File: src/rtl/spi_word_master.sv
// SPI mode-0 word master: shifts one DATA_W word out MSB first while capturing MISO,
// with valid/ready intake and a one-cycle Rx_Valid pulse carrying the returned word.
module spi_word_master #(
    parameter int DATA_W  = 32,
    parameter int CLK_DIV = 2
) (
    input  logic              ACLK,
    input  logic              ARESETn,
    input  logic              Tx_Valid,
    output logic              Tx_Ready,
    input  logic [DATA_W-1:0] Tx_Data,
    output logic              Rx_Valid,
    output logic [DATA_W-1:0] Rx_Data,
    output logic              Busy,
    output logic              SCLK,
    output logic              MOSI,
    input  logic              MISO,
    output logic              CS_n
);

    localparam int DIV_W = (CLK_DIV > 1) ? $clog2(CLK_DIV) : 1;
    localparam int CNT_W = $clog2(DATA_W + 1);
    localparam logic [DIV_W-1:0] DIV_LAST_C = DIV_W'(CLK_DIV - 1);
    localparam logic [DIV_W-1:0] DIV_GAP_C  = (CLK_DIV > 1) ? DIV_W'(1) : DIV_W'(0);
    localparam logic [CNT_W-1:0] BITS_C     = CNT_W'(DATA_W);

    typedef enum logic [2:0] {
        ST_GAP   = 3'd0,
        ST_IDLE  = 3'd1,
        ST_SETUP = 3'd2,
        ST_SHIFT = 3'd3,
        ST_HOLD  = 3'd4
    } state_t;

    state_t            state_r;
    logic [DIV_W-1:0]  div_r;
    logic [CNT_W-1:0]  bit_cnt_r;
    logic [DATA_W-1:0] tx_sr_r;
    logic [DATA_W-1:0] rx_sr_r;
    logic              div_done_s;

    assign div_done_s = (div_r == DIV_LAST_C);

    // Transfer sequencer: owns every SPI pin, the handshake outputs and the shift registers.
    always_ff @(posedge ACLK or negedge ARESETn) begin
        if (!ARESETn) begin
            state_r   <= ST_GAP;
            div_r     <= '0;
            bit_cnt_r <= '0;
            tx_sr_r   <= '0;
            rx_sr_r   <= '0;
            Tx_Ready  <= 1'b0;
            Rx_Valid  <= 1'b0;
            Rx_Data   <= '0;
            Busy      <= 1'b0;
            SCLK      <= 1'b0;
            MOSI      <= 1'b0;
            CS_n      <= 1'b1;
        end else begin
            Rx_Valid <= 1'b0;
            case (state_r)
                ST_GAP: begin
                    if (div_done_s) begin
                        div_r    <= '0;
                        Tx_Ready <= 1'b1;
                        state_r  <= ST_IDLE;
                    end else begin
                        div_r <= div_r + DIV_W'(1);
                    end
                end
                ST_IDLE: begin
                    if (Tx_Valid && Tx_Ready) begin
                        tx_sr_r   <= Tx_Data;
                        rx_sr_r   <= '0;
                        bit_cnt_r <= '0;
                        MOSI      <= Tx_Data[DATA_W-1];
                        CS_n      <= 1'b0;
                        Busy      <= 1'b1;
                        Tx_Ready  <= 1'b0;
                        div_r     <= '0;
                        state_r   <= ST_SETUP;
                    end
                end
                ST_SETUP: begin
                    if (div_done_s) begin
                        div_r   <= '0;
                        state_r <= ST_SHIFT;
                    end else begin
                        div_r <= div_r + DIV_W'(1);
                    end
                end
                ST_SHIFT: begin
                    if (!div_done_s) begin
                        div_r <= div_r + DIV_W'(1);
                    end else if (!SCLK) begin
                        div_r     <= '0;
                        SCLK      <= 1'b1;
                        rx_sr_r   <= {rx_sr_r[DATA_W-2:0], MISO};
                        bit_cnt_r <= bit_cnt_r + CNT_W'(1);
                    end else begin
                        div_r <= '0;
                        SCLK  <= 1'b0;
                        // Last falling edge leaves MOSI on bit 0 through HOLD.
                        if (bit_cnt_r == BITS_C) begin
                            state_r <= ST_HOLD;
                        end else begin
                            tx_sr_r <= {tx_sr_r[DATA_W-2:0], 1'b0};
                            MOSI    <= tx_sr_r[DATA_W-2];
                        end
                    end
                end
                ST_HOLD: begin
                    if (div_done_s) begin
                        CS_n     <= 1'b1;
                        Busy     <= 1'b0;
                        Rx_Data  <= rx_sr_r;
                        Rx_Valid <= 1'b1;
                        MOSI     <= 1'b0;
                        // Deselect time counts from this edge, so the next accept
                        // lands exactly CLK_DIV cycles after CS_n rises.
                        if (CLK_DIV == 1) begin
                            div_r    <= '0;
                            Tx_Ready <= 1'b1;
                            state_r  <= ST_IDLE;
                        end else begin
                            div_r   <= DIV_GAP_C;
                            state_r <= ST_GAP;
                        end
                    end else begin
                        div_r <= div_r + DIV_W'(1);
                    end
                end
                default: begin
                    state_r  <= ST_GAP;
                    div_r    <= '0;
                    Tx_Ready <= 1'b0;
                    Busy     <= 1'b0;
                    SCLK     <= 1'b0;
                    MOSI     <= 1'b0;
                    CS_n     <= 1'b1;
                end
            endcase
        end
    end

endmodule

File: config.mk
export PLATFORM = sky130hd
export DESIGN_NAME = spi_word_master
export DESIGN_NICKNAME = d
export VERILOG_FILES = /design/src/rtl/spi_word_master.sv
export SDC_FILE = /design/constraint.sdc
export NUM_CORES = 1
export LEC_CHECK = 0
export CORE_MARGIN = 3
export CORE_UTILIZATION = 56
export CTS_BUF_LIST = sky130_fd_sc_hd__clkbuf_8
export DETAILED_ROUTE_END_ITERATION = 10
export PLACE_DENSITY = 0.83
export SLEW_MARGIN = 20
export SYNTH_ARGS = -nofsm -noshare
export SYNTH_HDL_FRONTEND = slang
export SYNTH_SLANG_ARGS = --single-unit
File: constraint.sdc
create_clock -name ACLK -period 2.7 [get_ports ACLK]
set_clock_uncertainty 0.2 [all_clocks]
set_input_delay 0.81 -clock ACLK [delete_from_list [all_inputs] [get_ports ACLK]]
set_output_delay 0.81 -clock ACLK [all_outputs]
set_load 0.02 [all_outputs]
==> flow_metrics.env <==
export IMPL_yosys_warnings=0
export IMPL_ctsHtreeMaxLevel=3
export IMPL_maxClockFrequency_mhz=387
export IMPL_cts_tree="done"
export IMPL_sequentialPowerShare_pct=40.8
export IMPL_rows=33
export IMPL_critical_path_reg2reg_startpoint="state_r[0]$_DFFE_PN0P_"
export IMPL_fin_worst_hold_slack_ps=204
export IMPL_asyncSetResetFlopFracSynth_pct=100
export IMPL_nature_of_the_critical_path_startpoint="register"
export IMPL_initial_antenna_violation_count=0
export IMPL_yosysUniqueCellTypes=44
export IMPL_clk_root_buffer_cell="clkbuf_8"
export IMPL_hold_path_class="input port to async pin"
export IMPL_post_synth_top_area_cell="dfrtp_1"
export IMPL_maximum_number_of_pins_on_one_net_before_global_route_repair=48
export IMPL_n_antenna_cell=0
export IMPL_numClockSinks=111
export IMPL_critical_path_required_ps=1690
export IMPL_synth_yosys_seq_area_share_pct=55.4
export IMPL_synthFlopType="dfrtp_1"
export IMPL_status="finished, final reports clean"
export IMPL_internal_power_mw=3.88
export IMPL_critical_path_slowest_cell="clkdlybuf4s50_1"
export IMPL_multiInputGateArea_mm2=0.00206
export IMPL_switchingPower_mw=2.02
export IMPL_io_buffer_count=73
export IMPL_critical_path_n_buffers_inverters=1
export IMPL_most_frequently_used_cell_type_in_the_post_synthesis_netlist="dfrtp_1"
export IMPL_p_sw_share_pct=34.2
export IMPL_core_mm2=0.00846
export IMPL_drv_cap=0
export IMPL_timing_final_crit_share_pct=95.7
export IMPL_post_synth_inst_count=408
export IMPL_totalWireLength_mm=9.24
export IMPL_cts_setup_buffers=0
export IMPL_detailed_place_hpwl_mm=6.45
export IMPL_timing_worst_setup_path_type="register to primary output"
export IMPL_top_area_cell_type_share_of_the_netlist_area_pct=54.9
export IMPL_detail_route_first_pass_iterations=4
export IMPL_vias_in_the_first_global_route=3219
export IMPL_clock_latency_at_the_later_pin_of_the_worst_skew_pair_ps=360
export IMPL_ant_nets=0
export IMPL_syn_area_mm2=0.00502
export IMPL_reg_area_mm2=0.00278
export IMPL_syn_nets=446
export IMPL_count_of_instances_resized_after_the_clock_tree_is_built=0
export IMPL_rsz0062_at_grt="false"
export IMPL_synth_seq_cells=111
export IMPL_drive_gt1_share_pct=27.6
export IMPL_critical_path_arrival_ps=1570
export IMPL_worst_setup_hold_path_clk_slew_ps=110
export IMPL_rrSetupSlack_ps=350
export IMPL_cts_hold_buffers_added=0
export IMPL_power_density_cell_area_mw_per_mm2=964
export IMPL_slew_limit_headroom_pct=57.0
export IMPL_grt_first_pass_wirelength_mm=15.8
export IMPL_global_placer_s_final_weighted_congestion=0.781
export IMPL_worstPathMaxFanout=10
export IMPL_synth_commonest_cells="dfrtp_1 (110), nand2_1 (72), mux2_2 (63), o21ai_0 (36), mux2_4 (30)"
export IMPL_drc=0
export IMPL_vdd_ir_drop_worst_mv=0.671
export IMPL_worst_setup_path_end_kind="primary output"
export IMPL_die_width_um=101
export IMPL_globalRouteOverflowTotal=0
export IMPL_maxSlewViolCount=0
export IMPL_detailroute_via_count=3240
export IMPL_p_clk_share_pct=17.4
export IMPL_final_net_count=519
export IMPL_number_of_fill_cells_in_the_layout=587
export IMPL_number_of_flops_mapped_to_enable_cells_by_yosys=0
export IMPL_finalSetupTns_ps=0
export IMPL_total_power_mw=5.89
export IMPL_finalHoldViolations=0
export IMPL_power_leakage_nw=2.72
export IMPL_floorplan_die_area_mm2=0.0101
export IMPL_start_util_pct=59.3
export IMPL_cts_max_path_buffers=2
export IMPL_grt_use_total_pct=19.5
export IMPL_reg2regPathDepth=5
export IMPL_crit_family="buffers and inverters"
export IMPL_drt_vias_per_instance=5.48
export IMPL_route_detailed_wl_per_inst_um=15.6
export IMPL_slowest_delay_ps=670
export IMPL_tritoncts_num_buffers=9
export IMPL_crit_reg2reg_capture="tx_sr_r[26]$_DFFE_PN0P_"
export IMPL_number_of_design_rule_violations_left_by_the_first_detailed_router_iteration=99
export IMPL_syn_avg_cell_area_um2=12.3
export IMPL_crit_path_cell_chain="clkdlybuf4s50_1"
export IMPL_min_period_ps=2580
export IMPL_areaGrowthSynthToFinish_pct=21.9
export IMPL_synth_top_cells_by_area="dfrtp_1 (55%), mux2_2 (14%), mux2_4 (9.0%), nand2_1 (5.4%), o21ai_0 (3.6%)"
export IMPL_die_h_um=101
export IMPL_floorplan_io_pins=74
export IMPL_crit_start="SCLK$_DFFE_PN0P_"
export IMPL_setup_violating_endpoint_count_in_the_final_report=0
export IMPL_comb_power_share_pct=41.9
export IMPL_tightestPinTransition_ps=645
[state kept, by name, summed over array words and instances (netlist names)]
register / count
Rx_Data: 32
rx_sr_r: 32
tx_sr_r: 31
bit_cnt_r: 6
state_r: 3
Busy: 1
CS_n: 1
MOSI: 1
Rx_Valid: 1
SCLK: 1
Tx_Ready: 1
div_done_s: 1
[area by class of cell]
class	count	share of cell area, %
clock buffers	9	2.03
clock inverters	7	1.29
inverters	7	0.430
multi-input cells	262	33.6
flip-flops and latches	111	45.4
well taps	105	2.15
repair buffers	90	15.0
[cell usage in the layout, fill, tap and decap left out, types with 2 or more instances in the layout]
| master | count |
|---|---|
| dfrtp_1 | 110 |
| clkbuf_8 | 9 |
| clkdlybuf4s50_1 | 72 |
| nand2_1 | 72 |
| inv_6 | 2 |
| mux2_4 | 30 |
| ha_1 | 2 |
| nand3_1 | 4 |
| buf_12 | 5 |
| buf_4 | 13 |
| o21ai_1 | 5 |
| a21oi_1 | 4 |
| xnor2_1 | 3 |
| nor3_1 | 3 |
| mux2_2 | 63 |
| a31oi_1 | 4 |
| clkinvlp_4 | 2 |
| nor2b_1 | 3 |
| nor2_1 | 9 |
| inv_1 | 7 |
| o21ai_0 | 36 |
[layer usage]
layer / global-route usage [%] / share of wire (%) / vias up
met5: 0 / 0 / -
met4: 6.01 / 0.98 / 0
met3: 2.91 / 4.3 / 8
met2: 30.9 / 49 / 79
met1: 27.8 / 46 / 1605
li1: - / - / 1548
[kinds of logic after synthesis]
kind of cell    count (synthesis)  share of synthesized area, %
fa+ha+maj                       2                         0.499
simple gates                  102                          9.33
buf+inv                        35                          3.72
flops                         111                          55.4
mux                            94                          23.3
compound gates                 60                          7.06
xor+xnor                        4                         0.698
[stage by stage]
step	utilization [%]	area, um2	cells	setup WS (ps)
after floorplan	-	5020	408	425
after global placement	69.8	5910	575	-84.5
after detailed placement	69.8	5910	575	-153
after CTS	72.2	6110	591	102
after global routing	72.2	6110	591	62.7
final	72.2	6110	591	117
[worst max path at each step]
stage,endpoint,depth (start not counted)
after floorplan,tx_sr_r[10]$_DFFE_PN0P_,6
after global placement,tx_sr_r[1]$_DFFE_PN0P_,6
after detailed placement,tx_sr_r[1]$_DFFE_PN0P_,6
after CTS,SCLK,1
after global routing,SCLK,1
final,SCLK,1
[power groups by stage]
| stage | logic [mW] | clock network (mW) | registers (mW) |
|---|---|---|---|
| 4_1_cts | 2.50 | 1.05 | 2.39 |
| 6_report | 2.47 | 1.02 | 2.40 |
| 5_1_grt | 2.70 | 1.10 | 2.44 |
| 3_5_place_dp | 2.50 | 0 | 2.41 |
| 2_1_floorplan | 1.97 | 0 | 2.31 |
| 3_3_place_gp | 2.37 | 0 | 2.39 |
No activity file was read; power rests on OpenSTA's default activity.
